`config.mk`:
```
export PLATFORM = sky130hd
export DESIGN_NAME = fdiv_mantissa_division
export DESIGN_NICKNAME = d
export VERILOG_FILES = /design/src/rtl/fdiv_mantissa_division_pkg.sv /design/src/rtl/fdiv_restoring_step.sv /design/src/rtl/fdiv_mantissa_division.sv
export SDC_FILE = /design/constraint.sdc
export NUM_CORES = 1
export LEC_CHECK = 0
export ABC_AREA = 0
export CELL_PAD_IN_SITES_DETAIL_PLACEMENT = 1
export CELL_PAD_IN_SITES_GLOBAL_PLACEMENT = 1
export CORE_MARGIN = 5
export CORE_UTILIZATION = 43
export CTS_CLUSTER_SIZE = 24
export DETAILED_ROUTE_END_ITERATION = 10
export GPL_TIMING_DRIVEN = 0
export PLACE_DENSITY_LB_ADDON = 0.1
export SETUP_SLACK_MARGIN = 0.15
export SLEW_MARGIN = 30
export SYNTH_ARGS = -nofsm -noshare
export SYNTH_HDL_FRONTEND = slang
export SYNTH_SLANG_ARGS = --single-unit
```
`constraint.sdc`:
```
create_clock -name clk -period 3.2 [get_ports clk]
set_input_delay 0.48 -clock clk [delete_from_list [all_inputs] [get_ports clk]]
set_output_delay 0.48 -clock clk [all_outputs]
set_load 0.01 [all_outputs]
```
`src/rtl/fdiv_mantissa_division_pkg.sv`:
```
// Shared FDIV package: state encoding and width helpers for the mantissa divider.
package fdiv_mantissa_division_pkg;

    typedef enum logic {
        IDLE = 1'b0,
        BUSY = 1'b1
    } fdiv_state_e;

    function automatic int op_w(input int m);
        return m + 2;
    endfunction

    function automatic int quo_w(input int m);
        return m + 3;
    endfunction

    function automatic int cnt_w(input int m);
        return $clog2(m + 3);
    endfunction

endpackage

```
`src/rtl/fdiv_restoring_step.sv`:
```
// One radix-2 restoring division step: compare, conditional subtract, shift.
module fdiv_restoring_step
    import fdiv_mantissa_division_pkg::*;
#(
    parameter int man = 22
) (
    input  logic [quo_w(man)-1:0] rem,
    input  logic [op_w(man)-1:0]  div,
    output logic                  q,
    output logic [quo_w(man)-1:0] rem_next
);

    localparam int QW = quo_w(man);

    logic [QW-1:0] div_ext;
    logic [QW-1:0] diff;
    logic [QW-1:0] kept;

    assign div_ext  = {1'b0, div};
    assign q        = (rem >= div_ext);
    assign diff     = rem - div_ext;
    assign kept     = q ? diff : rem;
    assign rem_next = kept << 1;

endmodule

```
`src/rtl/fdiv_mantissa_division.sv`:
```
// Sequential radix-2 restoring mantissa divider, one quotient bit per clock.
// FDIV_EARLY_TERMINATION_EN: stop as soon as the partial remainder reaches zero.
module fdiv_mantissa_division
    import fdiv_mantissa_division_pkg::*;
#(
    parameter int man = 22,
    parameter int exp = 7
) (
    input  logic                  clk,
    input  logic                  rst_l,
    input  logic [man+1:0]        Mantissa_Division_input_A,
    input  logic [man+1:0]        Mantissa_Division_input_B,
    input  logic                  Mantissa_Division_input_Start,
    output logic                  Mantissa_Division_output_Busy,
    output logic                  Mantissa_Division_output_Valid,
    output logic [man+2:0]        Mantissa_Division_output_Quotient,
    output logic                  Mantissa_Division_output_Sticky,
    output logic                  Mantissa_Division_output_Div_By_Zero
);

    localparam int OW = op_w(man);
    localparam int QW = quo_w(man);
    localparam int CW = cnt_w(man);
    localparam logic [CW-1:0] CNT_INIT = CW'(man + 2);
    localparam int UNUSED_EXP_W = exp + 1;

    fdiv_state_e state_q;
    fdiv_state_e state_d;

    logic [OW-1:0] div_q;
    logic [QW-1:0] rem_q;
    logic [QW-1:0] rem_next;
    logic [QW-1:0] quo_q;
    logic [QW-1:0] quo_shift;
    logic [CW-1:0] cnt_q;
    logic          q_bit;
    logic          valid_q;
    logic          sticky_q;
    logic          dbz_q;
    logic          accept;
    logic          div0;
    logic          last;

    fdiv_restoring_step #(
        .man(man)
    ) u_step (
        .rem     (rem_q),
        .div     (div_q),
        .q       (q_bit),
        .rem_next(rem_next)
    );

    assign div0      = (Mantissa_Division_input_B == '0);
    assign accept    = (state_q == IDLE) && Mantissa_Division_input_Start;
    assign quo_shift = {quo_q[QW-2:0], q_bit};

`ifdef FDIV_EARLY_TERMINATION_EN
    assign last = (cnt_q == '0) || (rem_next == '0);
`else
    assign last = (cnt_q == '0);
`endif

    always_ff @(posedge clk or negedge rst_l) begin
        if (!rst_l) begin
            state_q <= IDLE;
        end else begin
            state_q <= state_d;
        end
    end

    always_comb begin
        state_d = state_q;
        unique case (state_q)
            IDLE: if (Mantissa_Division_input_Start && !div0) state_d = BUSY;
            BUSY: if (last) state_d = IDLE;
            default: state_d = IDLE;
        endcase
    end

    always_ff @(posedge clk or negedge rst_l) begin
        if (!rst_l) begin
            div_q    <= '0;
            rem_q    <= '0;
            quo_q    <= '0;
            cnt_q    <= '0;
            valid_q  <= 1'b0;
            sticky_q <= 1'b0;
            dbz_q    <= 1'b0;
        end else begin
            valid_q <= 1'b0;
            if (accept) begin
                if (div0) begin
                    valid_q  <= 1'b1;
                    quo_q    <= '1;
                    sticky_q <= 1'b0;
                    dbz_q    <= 1'b1;
                end else begin
                    div_q <= Mantissa_Division_input_B;
                    rem_q <= {1'b0, Mantissa_Division_input_A};
                    quo_q <= '0;
                    cnt_q <= CNT_INIT;
                    dbz_q <= 1'b0;
                end
            end else if (state_q == BUSY) begin
                rem_q <= rem_next;
                cnt_q <= cnt_q - CW'(1);
                if (last) begin
                    // Left-align: skipped low quotient bits are zero-filled.
                    quo_q    <= quo_shift << cnt_q;
                    sticky_q <= (rem_next != '0);
                    valid_q  <= 1'b1;
                end else begin
                    quo_q <= quo_shift;
                end
            end
        end
    end

    assign Mantissa_Division_output_Busy        = (state_q == BUSY);
    assign Mantissa_Division_output_Valid       = valid_q;
    assign Mantissa_Division_output_Quotient    = quo_q;
    assign Mantissa_Division_output_Sticky      = sticky_q;
    assign Mantissa_Division_output_Div_By_Zero = dbz_q;

endmodule

```
======== After elaboration in Yosys (flattened, before gate mapping) ========
Cells that the tools add are included.
word-level totals
  register bits after elaboration ......... 83
  input bits .............................. 51
  output and inout port bits .............. 29
  logic and storage cells ................. 49
cells by class
  add/sub/neg operators ................... 2
  order comparisons ....................... 1
  equal/unequal tests ..................... 2
  shift-type cells ........................ 1
  mux-type cells .......................... 22
  bitwise logic cells ..................... 2
  reduce and logical (&&, ||, !) cells .... 11
operator list
  operator                                          number
  2-to-1 mux 25 bit                                 7
  >= comparator 25 x 24 -> 1 bit                    1
  nonzero test 25 bit                               1
  << shifter 25 x 5 -> 25 bit                       1
  zero test 24 bit                                  1
  2-to-1 mux 24 bit                                 1
  subtractor 24 bit                                 1
  2-to-1 mux 5 bit                                  3
  2-to-1 mux 1 bit                                  10
  zero test 5 bit                                   1
  subtractor 5 x 1 -> 5 bit, second input constant  1
  AND reduction 2 bit                               2
  nonzero test 2 bit                                2
  AND reduction 3 bit                               1
  logical AND 1 bit                                 2
  != test 2 x 1 -> 1 bit, second input constant     1
  != test 2 bit, second input constant              1
  NOT 1 bit                                         2
  one-hot mux 1 bit (2 select lines)                1
  zero test 1 bit                                   1

======== Logic depth before layout (Yosys ltp) ========
Gate-level depths: netlist (run 1).
  depth after elaboration ................. 6
  mapped depth ............................ 13
  gate-level depth less buffers ........... 13

======== By module ========
From an unflattened synthesis (run 1), not the netlist that was laid out.
second synthesis, totals
  cell total of the unflattened synthesis .. 707
  area total of the unflattened synthesis .. 6,307.3 µm²
by module, submodules not included
  module                  times used  cells each  area each (µm²)  seq. area each (µm²)
  fdiv_mantissa_division  1           453         4,564.4          2,077.0
  fdiv_restoring_step     1           254         1,742.9          0.0

======== Worst setup path after synthesis (run 1) ========
Ideal clock, no wire load.
  path type ............................... reg2reg
  from .................................... reg rem_q[1]
  to ...................................... reg rem_q[21]
  library setup time ...................... 127 ps
  arrival ................................. 2,732 ps
  required time ........................... 3,073 ps
  path slack .............................. 341 ps
  cell stages (with the launch flop) ...... 11
  buffers on the path ..................... 1
  clock period less this slack ............ 2,859 ps
  cell sequence ........................... dfrtp_1 -> ha_1 -> nor2b_1 -> o2111ai_1 -> a31o_1 -> o211a_1 -> o31ai_4 -> buf_6 -> mux2_2 -> a222oi_1 -> inv_1
on the way
  cells in the longest elaborated chain, start to end .. 4
  elaborated cells between the ends (all ways) .. 5
  those cells by class .................... add/sub: 1; order compare: 1; mux: 3
ends and longest elaborated chain
  element                                                                     line                                                  source
  from (decl)                                                                 fdiv_mantissa_division.sv:31                          logic [QW-1:0] rem_q;
  from (signal assigned)                                                      fdiv_mantissa_division.sv:99                          rem_q <= {1'b0, Mantissa_Division_input_A};
  from (signal assigned)                                                      fdiv_mantissa_division.sv:105                         rem_q <= rem_next;
  subtractor 24 bit / >= comparator 25 x 24 -> 1 bit (equally long branches)  fdiv_restoring_step.sv:21, fdiv_restoring_step.sv:20
  2-to-1 mux 24 bit *                                                         fdiv_restoring_step.sv:22                             assign kept = q ? diff : rem;
  2-to-1 mux 25 bit *                                                         fdiv_mantissa_division.sv:104                         end else if (state_q == BUSY) begin
  2-to-1 mux 25 bit *                                                         fdiv_mantissa_division.sv:91                          if (accept) begin
Every way passes the cells marked *; elsewhere a longest branch is shown, timed or not. The select of a mux whose other input is x is not followed.
A chain may end at the register's enable or synchronous reset.

======== Worst setup path in the final report (run 1) ========
  from .................................... reg rem_q[3]
  to ...................................... reg sticky_q, in the netlist Mantissa_Division_output_Sticky
on the way
  cells in the longest elaborated chain, start to end .. 6
  elaborated cells between the ends (all ways) .. 7
  those cells by class .................... add/sub: 1; order compare: 1; mux: 4; reduce/logical: 1
ends and longest elaborated chain
  element                                                                     line                                                  source
  subtractor 24 bit / >= comparator 25 x 24 -> 1 bit (equally long branches)  fdiv_restoring_step.sv:21, fdiv_restoring_step.sv:20
  2-to-1 mux 24 bit *                                                         fdiv_restoring_step.sv:22
  nonzero test 25 bit *                                                       fdiv_mantissa_division.sv:110                         sticky_q <= (rem_next != '0);
  2-to-1 mux 1 bit *                                                          fdiv_mantissa_division.sv:107                         if (last) begin
  2-to-1 mux 1 bit *                                                          fdiv_mantissa_division.sv:104
  2-to-1 mux 1 bit *                                                          fdiv_mantissa_division.sv:91
  to (signal assigned)                                                        fdiv_mantissa_division.sv:110
  to (decl)                                                                   fdiv_mantissa_division.sv:38                          logic sticky_q;
Marked as above.

==> results.py, run 1 <==
metrics = {
    "status": {
        "outcome": "completed",
    },
    "yosys": {
        "ys_seq_elements": 83,
        "yosysWarnings": 0,
        "sequential_area_share_after_synthesis_pct": 33.3,
        "synthesized_net_count": 819,
        "mux_cell_area_share_after_synthesis_pct": 10.7,
        "netlist_area_um2": 6240,
        "most_common_flop_cell_mapped_by_yosys": "sky130_fd_sc_hd__dfrtp_1",
        "synth_top_family_by_area": "compound AO/OA/AOI/OAI gates",
        "synth_instances": 742,
        "asyncSetResetFlopFracSynth_pct": 100,
        "number_of_distinct_library_cell_variants_in_the_gate_level_netlist_after_synthesis": 66,
        "synth-edff-count": 0,
        "synth_simple_gate_area_share_pct": 15.6,
        "postSynthAreaPerCell_um2": 8.40,
        "synth-adder-area-share_pct": 5.34,
        "post_synth_xor_area_fraction_pct": 3.09,
        "synth_compound_area_share_pct": 23.5,
    },
    "clock_tree": {
        "cts.htree.levels": 3,
        "path_clk_slew_ns": 0.07,
        "clock_sinks": 83,
        "cts_bufs_inserted": 9,
        "tritoncts": "done",
        "clk-insertion-delay-late_ns": 0.35,
        "cts.path.max_buffers": 2,
        "clockRootBuffer": "sky130_fd_sc_hd__clkbuf_16",
    },
    "setup_path": {
        "timing.rr.start": "rem_q[3]$_DFFE_PN0P_",
        "worst_setup_path_start_kind": "register",
        "reg2reg_slack_ns": 0.04,
        "cp_data_arrival_time_ns": 3.40,
        "worst_path_dominant_cell_family": "simple AND/OR/NAND/NOR gates",
        "crit_chain": "ha_1 > buf_6 > a21oi_2 > nand2b_4 > nand3_1 > xor2_1 > or4b_1 > nor4_2 > a41oi_1 > o31a_1",
        "ff2ff_path_depth": 10,
        "total_stage_count_of_the_critical_path": 10,
        "timing.critical_path.required_ns": 3.44,
        "crit_path_start": "rem_q[3]$_DFFE_PN0P_",
        "crit_path_top_delay_cell": "sky130_fd_sc_hd__or4b_1",
        "critical_path.max_stage_delay_ns": 0.58,
        "end_kind": "register",
        "path_class": "reg -> reg",
        "timing.critical_path.fanout_max": 7,
        "path_buf_inv": 1,
    },
    "drt": {
        "vias_per_inst": 6.02,
        "routedWlPerCell_um": 23.3,
        "drt-initial-drc-count": 480,
        "postRouteWirelength_um": 24500,
        "detailroute.via_count": 6314,
        "antenna_left": 0,
        "drt_pre_antenna_iters": 5,
        "drc": 0,
    },
    "sta": {
        "worst_pin_slew_ns": 0.815,
        "postLayoutSetupSlackWorst_ns": 0.0359,
        "fmax_mhz": 316,
        "rsz_0062_raised_after_global_routing": "true",
        "final.min_clock_period_ns": 3.16,
        "hold_viol_final": 0,
        "drv_slew": 0,
        "setup_violations": 0,
        "relSlewSlack_pct": 45.7,
        "finalClockSkew_ns": 0.0112,
        "finalCritPeriodShare_pct": 98.9,
    },
    "global_route": {
        "grt_overflow_total": 0,
        "grt_first_pass_wirelength_um": 36700,
        "pin_count_of_the_biggest_net_entering_global_routing": 66,
        "antenna_found_initial": 0,
        "grt_pass1_vias": 6615,
        "global_route.usage.total_pct": 28.0,
    },
    "layout": {
        "stdcell_count": 1049,
        "layout.cells.most_common": "sky130_fd_sc_hd__nand2_1",
        "layout.nets": 937,
        "top_library_cells_by_usage_in_the_layout_fill_and_taps_aside": "83 x sky130_fd_sc_hd__nand2_1, 79 x sky130_fd_sc_hd__o21ai_0, 78 x sky130_fd_sc_hd__clkdlybuf4s50_1",
        "cell_area_after_layout_um2": 8140,
        "diodes": 0,
        "drive_above_1_share_pct": 17.8,
        "final_core_utilization_pct": 56.6,
        "nFillCells": 1679,
        "area.growth.synth_to_final_pct": 30.5,
    },
    "floorplanning": {
        "die_height_um": 130,
        "die-width_um": 130,
        "fp-row-count": 44,
        "top_level_ports": 80,
        "core-area_um2": 14400,
        "floorplan.die_area_um2": 17000,
        "effective_utilization_at_floorplan_pct": 43.4,
    },
    "place": {
        "pre_cts_setup_slack_ns": -0.543,
        "gp_congestion": 0.928,
        "postPlaceCellArea_um2": 7290,
        "dp_hpwl_um": 17600,
        "buffer_ports.inserted": 79,
        "place_inst": 1006,
    },
    "flow_run": {
        "drv.max_cap_violation_count": 0,
    },
    "hold_path": {
        "worst_min_delay_path_category": "in -> async",
    },
}
## cells by family (layout without fill, tap and decap cells)
group | count (synthesis) | after routing
xor gates and xnor gates | 22 | 22
buffers and inverters | 126 | 249
DFF | 83 | 83
muxes | 47 | 47
AOI/OAI and AO/OA | 227 | 227
and+or+nand+nor | 211 | 211
adders and majority gates | 26 | 26
## synthesized netlist by cell type (6+ instances only)
library cell | instances | area (um2)
sky130_fd_sc_hd__nand3_1 | 20 | 100
sky130_fd_sc_hd__o211ai_1 | 12 | 90.1
sky130_fd_sc_hd__a21oi_1 | 49 | 245
sky130_fd_sc_hd__clkbuf_1 | 33 | 124
sky130_fd_sc_hd__ha_1 | 25 | 313
sky130_fd_sc_hd__a31oi_1 | 19 | 119
sky130_fd_sc_hd__a222oi_1 | 12 | 120
sky130_fd_sc_hd__o21ai_0 | 80 | 400
sky130_fd_sc_hd__xor2_1 | 8 | 70.1
sky130_fd_sc_hd__mux4_2 | 14 | 315
sky130_fd_sc_hd__nor4_1 | 14 | 87.6
sky130_fd_sc_hd__inv_1 | 75 | 282
sky130_fd_sc_hd__a211oi_1 | 6 | 45.0
sky130_fd_sc_hd__nor3_1 | 6 | 30.0
sky130_fd_sc_hd__a21o_1 | 10 | 75.1
sky130_fd_sc_hd__mux2_2 | 16 | 180
sky130_fd_sc_hd__and3_1 | 6 | 37.5
sky130_fd_sc_hd__dfrtp_1 | 83 | 2080
sky130_fd_sc_hd__xnor2_1 | 14 | 123
sky130_fd_sc_hd__nor2_1 | 56 | 210
sky130_fd_sc_hd__nand2_1 | 84 | 315
sky130_fd_sc_hd__mux2i_1 | 16 | 160
sky130_fd_sc_hd__buf_2 | 8 | 40.0
## timing repair
action / in CTS / in global routing
endpoints found under the setup margin: 60 / 52
endpoints found under the hold margin: 18 / 0
resized for setup: 21 / 60
cloned: 0 / 1
hold buffers: 1 / 0
pin swaps: 7 / 22
buffers inserted: 8 / 18
## metrics by stage
step | setup TNS, ns | hold slack (ns)
6_report | 0 | 0.542
5_1_grt | -0.0218 | 0.565
4_1_cts | 0 | 0.529
3_5_place_dp | -20.51 | 0.341
3_3_place_gp | -147.51 | 0.479
2_1_floorplan | 0 | 0.184
## state kept, by name (all words and copies together), names as in the netlist
signal,cells
Mantissa_Division_output_Quotient,25
rem_q,25
div_q,24
cnt_q,5
Mantissa_Division_output_Busy,1
Mantissa_Division_output_Div_By_Zero,1
Mantissa_Division_output_Sticky,1
Mantissa_Division_output_Valid,1
## layout make-up
type                    instances  area (um2)  share of cell area [%]
plain buffers                  50         282                    3.46
clock buffers                  12         256                    3.15
clock inverters                 4        48.8                   0.600
inverters                      75         285                    3.51
multi-input cells             533        3880                    47.8
flip-flops and latches         83        2090                    25.7
well taps                     184         230                    2.83
repair buffers                108        1060                    13.0
## metal layers
layer | GRT usage, % | part of all wire, % | up-vias
met1 | 35.9 | 42 | 3206
met4 | 10.2 | 3.2 | 0
li1 | - | - | 2892
met2 | 49.2 | 51 | 172
met5 | 0 | 0 | -
met3 | 2.97 | 3.7 | 44
## path summary, 6_finish.rpt
| kind | to |
|---|---|
| worst min-delay path | div_q[8]$_DFFE_PN0P_ |
| max in group asynchronous | rem_q[17]$_DFFE_PN0P_ |
| worst max register to register | Mantissa_Division_output_Sticky$_DFFE_PN0P_ |
| worst min register to register | cnt_q[4]$_DFFE_PN0P_ |
| min in group clk | cnt_q[4]$_DFFE_PN0P_ |
| worst max-delay path | Mantissa_Division_output_Sticky$_DFFE_PN0P_ |
Power of run 1 is not shown: default switching activity piles up to over one toggle a cycle in this logic, so the estimate is an artifact.
==> run 2: changes to the inputs <==
Settings changed: CORE_MARGIN 5 to 2.
==> results.py, run 2 (synthesis gave the netlist of run 1 again) <==
metrics = {
    "setup_path": {
        "path_buf_inv": 4,
        "cp_data_arrival_time_ns": 3.33,
        "crit_path_top_delay_cell": "sky130_fd_sc_hd__dfrtp_1",
        "critical_path.max_stage_delay_ns": 0.36,
        "worst_r2r_endpoint": "rem_q[6]$_DFFE_PN0P_",
        "crit_chain": "inv_1 > ha_1 > clkbuf_1 > a21oi_1 > o211ai_1 > a21oi_1 > o211a_4 > o31ai_4 > buf_6 > mux2_2 > a222oi_1 > inv_1",
        "worst_setup_path_start_kind": "register",
        "path_class": "reg -> reg",
        "timing.critical_path.required_ns": 3.43,
        "timing.critical_path.fanout_max": 8,
        "end_kind": "register",
        "worst_path_dominant_cell_family": "compound AO/OA/AOI/OAI gates",
        "timing.rr.start": "div_q[5]$_DFFE_PN0P_",
        "ff2ff_path_depth": 12,
        "reg2reg_slack_ns": 0.1,
    },
    "hold_path": {
        "worst_min_delay_path_category": "reg -> reg",
        "min_path_cells": 2,
        "min_delay_src": "Mantissa_Division_output_Div_By_Zero$_DFFE_PN0P_",
        "worstHoldEndpoint": "Mantissa_Division_output_Div_By_Zero$_DFFE_PN0P_",
    },
    "sta": {
        "finalCritPeriodShare_pct": 96.9,
        "rsz_0062_raised_after_global_routing": "true",
        "totalNegativeSetupSlack_ns": 0,
        "drv_slew": 0,
        "hold_viol_final": 0,
        "fmax_mhz": 322,
        "finalClockSkew_ns": 0.00853,
        "relSlewSlack_pct": 40.6,
        "final.min_clock_period_ns": 3.10,
        "worst_pin_slew_ns": 0.891,
        "setup_violations": 0,
    },
    "drt": {
        "detailroute.via_count": 6575,
        "vias_per_inst": 6.21,
        "postRouteWirelength_um": 25000,
        "drc": 0,
        "routedWlPerCell_um": 23.6,
        "antenna_left": 0,
        "drt-initial-drc-count": 474,
        "drt_pre_antenna_iters": 5,
    },
    "place": {
        "buffer_ports.inserted": 79,
        "gp_congestion": 0.938,
        "postPlaceCellArea_um2": 7290,
        "dp_hpwl_um": 17300,
        "place_inst": 1006,
    },
    "floorplanning": {
        "floorplan.die_area_um2": 15500,
        "effective_utilization_at_floorplan_pct": 43.4,
        "die_height_um": 124,
        "top_level_ports": 80,
        "core-area_um2": 14400,
        "die-width_um": 124,
        "fp-row-count": 44,
    },
    "layout": {
        "layout.cells.most_common": "sky130_fd_sc_hd__nand2_1",
        "drive_above_1_share_pct": 19.1,
        "stdcell_count": 1059,
        "top_library_cells_by_usage_in_the_layout_fill_and_taps_aside": "83 x sky130_fd_sc_hd__nand2_1, 78 x sky130_fd_sc_hd__o21ai_0, 78 x sky130_fd_sc_hd__clkdlybuf4s50_1",
        "layout.nets": 947,
        "diodes": 0,
        "cell_area_after_layout_um2": 8230,
        "area.growth.synth_to_final_pct": 31.9,
    },
    "clock_tree": {
        "clockRootBuffer": "sky130_fd_sc_hd__clkbuf_16",
        "cts_bufs_inserted": 9,
        "cts.htree.levels": 3,
        "clock_sinks": 83,
        "cts.path.max_buffers": 2,
        "clk-insertion-delay-late_ns": 0.35,
        "path_clk_slew_ns": 0.07,
        "tritoncts": "done",
    },
    "global_route": {
        "grt_use_met2_pct": 52.8,
        "global_route.usage.total_pct": 30.3,
        "grt_pass1_vias": 6820,
        "antenna_found_initial": 0,
        "grt.met1_usage_pct": 37.2,
        "grt_first_pass_wirelength_um": 37200,
        "pin_count_of_the_biggest_net_entering_global_routing": 61,
        "grt_overflow_total": 0,
        "grtUsageMet3_pct": 3.82,
        "grt_most_used_layer": "met2",
    },
    "status": {
        "outcome": "completed",
    },
    "flow_run": {
        "drv.max_cap_violation_count": 0,
    },
}
[run 2: cell types whose count changed in the layout (fill, tap and decap cells not counted), sizes merged]
| cell | delta |
|---|---|
| buf | +11 |
| clkbuf | -2 |
| inv | +2 |
| clkinv | -1 |
[run 2: what timing repair did]
item | CTS | global route
pin swaps | 7 | 26
endpoints found under the hold margin | 23 | 0
setup endpoints to repair | 46 | 34
hold buffers | 1 | 0
resized for setup | 20 | 57
buffers inserted | 9 | 27
[run 2: cell type report]
cell class / instances / area [um2]
buffer: 51 / 277
clock buffer: 11 / 253
clock inverter: 5 / 60.1
fill: 1702 / 6140
inverter: 75 / 282
multi-input combinational: 533 / 3940
sequential: 83 / 2080
tap: 184 / 230
timing repair buffer: 117 / 1100
[run 2: metal layers]
metal  share of wire, %  vias to the layer above
met3                4.0                       67
li1                   -                     2912
met1                 41                     3360
met4                4.3                        0
met2                 50                      236
met5                  0                        -
[run 2: how the worst max path moves through the flow]
stage                                 startpoint  depth (start not counted)                                           endpoint  slack [ns]
global route                div_q[5]$_DFFE_PN0P_                         13                              rem_q[21]$_DFFE_PN0P_        0.01
global placement                           rst_l                          1  Mantissa_Division_output_Quotient[16]$_DFFE_PN0P_       -1.42
CTS                         rem_q[0]$_DFFE_PN0P_                         13        Mantissa_Division_output_Sticky$_DFFE_PN0P_        0.14
finish                      div_q[5]$_DFFE_PN0P_                         12                               rem_q[6]$_DFFE_PN0P_         0.1
floorplan                   rem_q[1]$_DFFE_PN0P_                         10                              rem_q[21]$_DFFE_PN0P_        0.34
detailed placement  Mantissa_Division_input_B[0]                          8                              rem_q[10]$_DFFE_PN0P_       -0.43
[run 2: per-stage QoR]
stage	util, %	worst slack [ns]	hold WS, ns
after floorplan	-	0.341	0.184
after global placement	50.5	-1.42	0.463
after detailed placement	50.7	-0.426	0.357
after CTS	53.9	0.141	0.502
after global routing	57.2	0.0139	0.549
final	57.2	0.0981	0.496
[run 2: worst reg2reg max path, delay by kind of cell (launching register included)]
kind / cells / cell delay (ns)
AOI/OAI and AO/OA: 6 / 1.49
adders and majority gates: 1 / 0.14
buffers and inverters: 4 / 0.64
DFF: 1 / 0.36
muxes: 1 / 0.35
Power of run 2 is left out for the same reason.
==> run 3: changes to the inputs <==
Settings changed: SLEW_MARGIN 30 to 20.
==> results.py, run 3 (synthesis gave the netlist of run 1 again) <==
metrics = {
    "global_route": {
        "grt_overflow_total": 0,
        "pin_count_of_the_biggest_net_entering_global_routing": 56,
        "global_route.usage.total_pct": 30.1,
        "antenna_found_initial": 0,
        "grt_first_pass_wirelength_um": 37000,
        "grt_pass1_vias": 6784,
    },
    "setup_path": {
        "timing.critical_path.required_ns": 3.46,
        "cp_data_arrival_time_ns": 3.39,
        "worst_setup_path_start_kind": "register",
        "timing.critical_path.fanout_max": 3,
        "path_class": "reg -> reg",
        "end_kind": "register",
    },
    "clock_tree": {
        "path_clk_slew_ns": 0.07,
        "tritoncts": "done",
        "clock_sinks": 83,
        "cts_bufs_inserted": 9,
        "cts.htree.levels": 3,
        "cts.path.max_buffers": 2,
        "clk-insertion-delay-late_ns": 0.37,
        "clockRootBuffer": "sky130_fd_sc_hd__clkbuf_16",
    },
    "floorplanning": {
        "core-area_um2": 14400,
        "top_level_ports": 80,
        "fp-row-count": 44,
        "die_height_um": 124,
        "floorplan.die_area_um2": 15500,
        "die-width_um": 124,
        "effective_utilization_at_floorplan_pct": 43.4,
    },
    "layout": {
        "diodes": 0,
        "layout.nets": 932,
        "total_area_of_multi_input_combinational_cells_um2": 3830,
        "top_library_cells_by_usage_in_the_layout_fill_and_taps_aside": "83 x sky130_fd_sc_hd__nand2_1, 79 x sky130_fd_sc_hd__dfrtp_1, 78 x sky130_fd_sc_hd__o21ai_0, 78 x sky130_fd_sc_hd__clkdlybuf4s50_1, 75 x sky130_fd_sc_hd__inv_1",
        "area.growth.synth_to_final_pct": 28.2,
        "cell_area_after_layout_um2": 7990,
        "drive_above_1_share_pct": 17.0,
        "seqCellArea_um2": 2080,
        "layout.cells.most_common": "sky130_fd_sc_hd__nand2_1",
        "nFillCells": 1726,
    },
    "status": {
        "outcome": "completed",
    },
    "place": {
        "postPlaceCellArea_um2": 7280,
        "buffer_ports.inserted": 79,
        "gp_congestion": 0.938,
        "dp_hpwl_um": 17200,
    },
    "sta": {
        "rsz_0062_raised_after_global_routing": "true",
        "finalClockSkew_ns": 0.0139,
        "fmax_mhz": 319,
        "setup_violations": 0,
        "hold_ws_ns": 0.0414,
        "drv_slew": 0,
        "final.min_clock_period_ns": 3.13,
        "worst_pin_slew_ns": 0.875,
        "hold_viol_final": 0,
        "finalCritPeriodShare_pct": 97.9,
        "relSlewSlack_pct": 41.6,
    },
    "drt": {
        "postRouteWirelength_um": 23600,
        "antenna_left": 0,
        "detailroute.via_count": 6361,
        "drt-initial-drc-count": 433,
        "vias_per_inst": 6.09,
        "drc": 0,
        "routedWlPerCell_um": 22.6,
        "drt_pre_antenna_iters": 6,
    },
    "hold_path": {
        "worst_min_delay_path_category": "in -> async",
    },
    "flow_run": {
        "drv.max_cap_violation_count": 0,
    },
}
## run 3: cell count changes in the layout (fill, tap and decap cells not counted), sizes merged
cell,before,now
inv,76,77
clkinv,2,0
dlygate4sd3,1,0
buf,54,41
## run 3: critical path, cell delays in order, from the launching register on
cell                      delay (ns)
sky130_fd_sc_hd__dfrtp_1        0.38
sky130_fd_sc_hd__inv_1          0.06
sky130_fd_sc_hd__ha_2           0.18
sky130_fd_sc_hd__inv_1          0.06
sky130_fd_sc_hd__fa_2           0.41
sky130_fd_sc_hd__a21o_1         0.22
sky130_fd_sc_hd__a21oi_2        0.26
sky130_fd_sc_hd__o211a_1        0.29
sky130_fd_sc_hd__o21ai_2        0.07
sky130_fd_sc_hd__a21oi_2        0.16
sky130_fd_sc_hd__xnor2_2        0.12
sky130_fd_sc_hd__nor4_2         0.36
sky130_fd_sc_hd__a41oi_1        0.19
sky130_fd_sc_hd__o31a_1         0.27
## run 3: routing by layer
metal  vias up  share of wire [%]  track usage (%)
li1       2892                  -                -
met1      3211                 42             36.6
met2       198                 50             51.0
met3        60                4.5             5.46
met4         0                3.9             15.5
met5         -                  0                0
## run 3: cell type report
type	instances	area share (%)
buffer	51	3.27
multi-input combinational	533	47.9
tap	184	2.88
clock inverter	4	0.689
clock buffer	12	3.33
inverter	75	3.52
sequential	83	26.0
timing repair buffer	102	12.3
## run 3: final timing paths
kind                                                             startpoint                                                to  slack, ns  cells past startpoint
min in group clk           Mantissa_Division_output_Div_By_Zero$_DFFE_PN0P_  Mantissa_Division_output_Div_By_Zero$_DFFE_PN0P_       0.50                      2
max in group asynchronous                                             rst_l                             div_q[22]$_DFFE_PN0P_       2.52                      2
min reg2reg                Mantissa_Division_output_Div_By_Zero$_DFFE_PN0P_  Mantissa_Division_output_Div_By_Zero$_DFFE_PN0P_       0.50                      2
min                                                                   rst_l                             div_q[10]$_DFFE_PN0P_       0.04                      1
max reg2reg                                            rem_q[0]$_DFFE_PN0P_       Mantissa_Division_output_Sticky$_DFFE_PN0P_       0.07                     13
max                                                    rem_q[0]$_DFFE_PN0P_       Mantissa_Division_output_Sticky$_DFFE_PN0P_       0.07                     13
## run 3: what timing repair did
item / 4_1_cts / 5_1_grt
buffers inserted: 11 / 11
hold endpoints to repair: 0 / 0
resized for setup: 20 / 41
pin swaps: 8 / 23
endpoints found under the setup margin: 45 / 32
hold buffers: 0 / 0
## run 3: through the flow
step / TNS (ns) / setup WS [ns] / util (%) / instances
after global routing: -0.0604 / -0.0604 / 55.6 / 1044
final: 0 / 0.0665 / 55.6 / 1044
after floorplan: 0 / 0.341 / - / 742
after CTS: 0 / 0.151 / 54.0 / 1033
after global placement: -131.57 / -1.42 / 50.5 / 1005
after detailed placement: -14.52 / -0.418 / 50.7 / 1006
Power of run 3 is left out for the same reason.
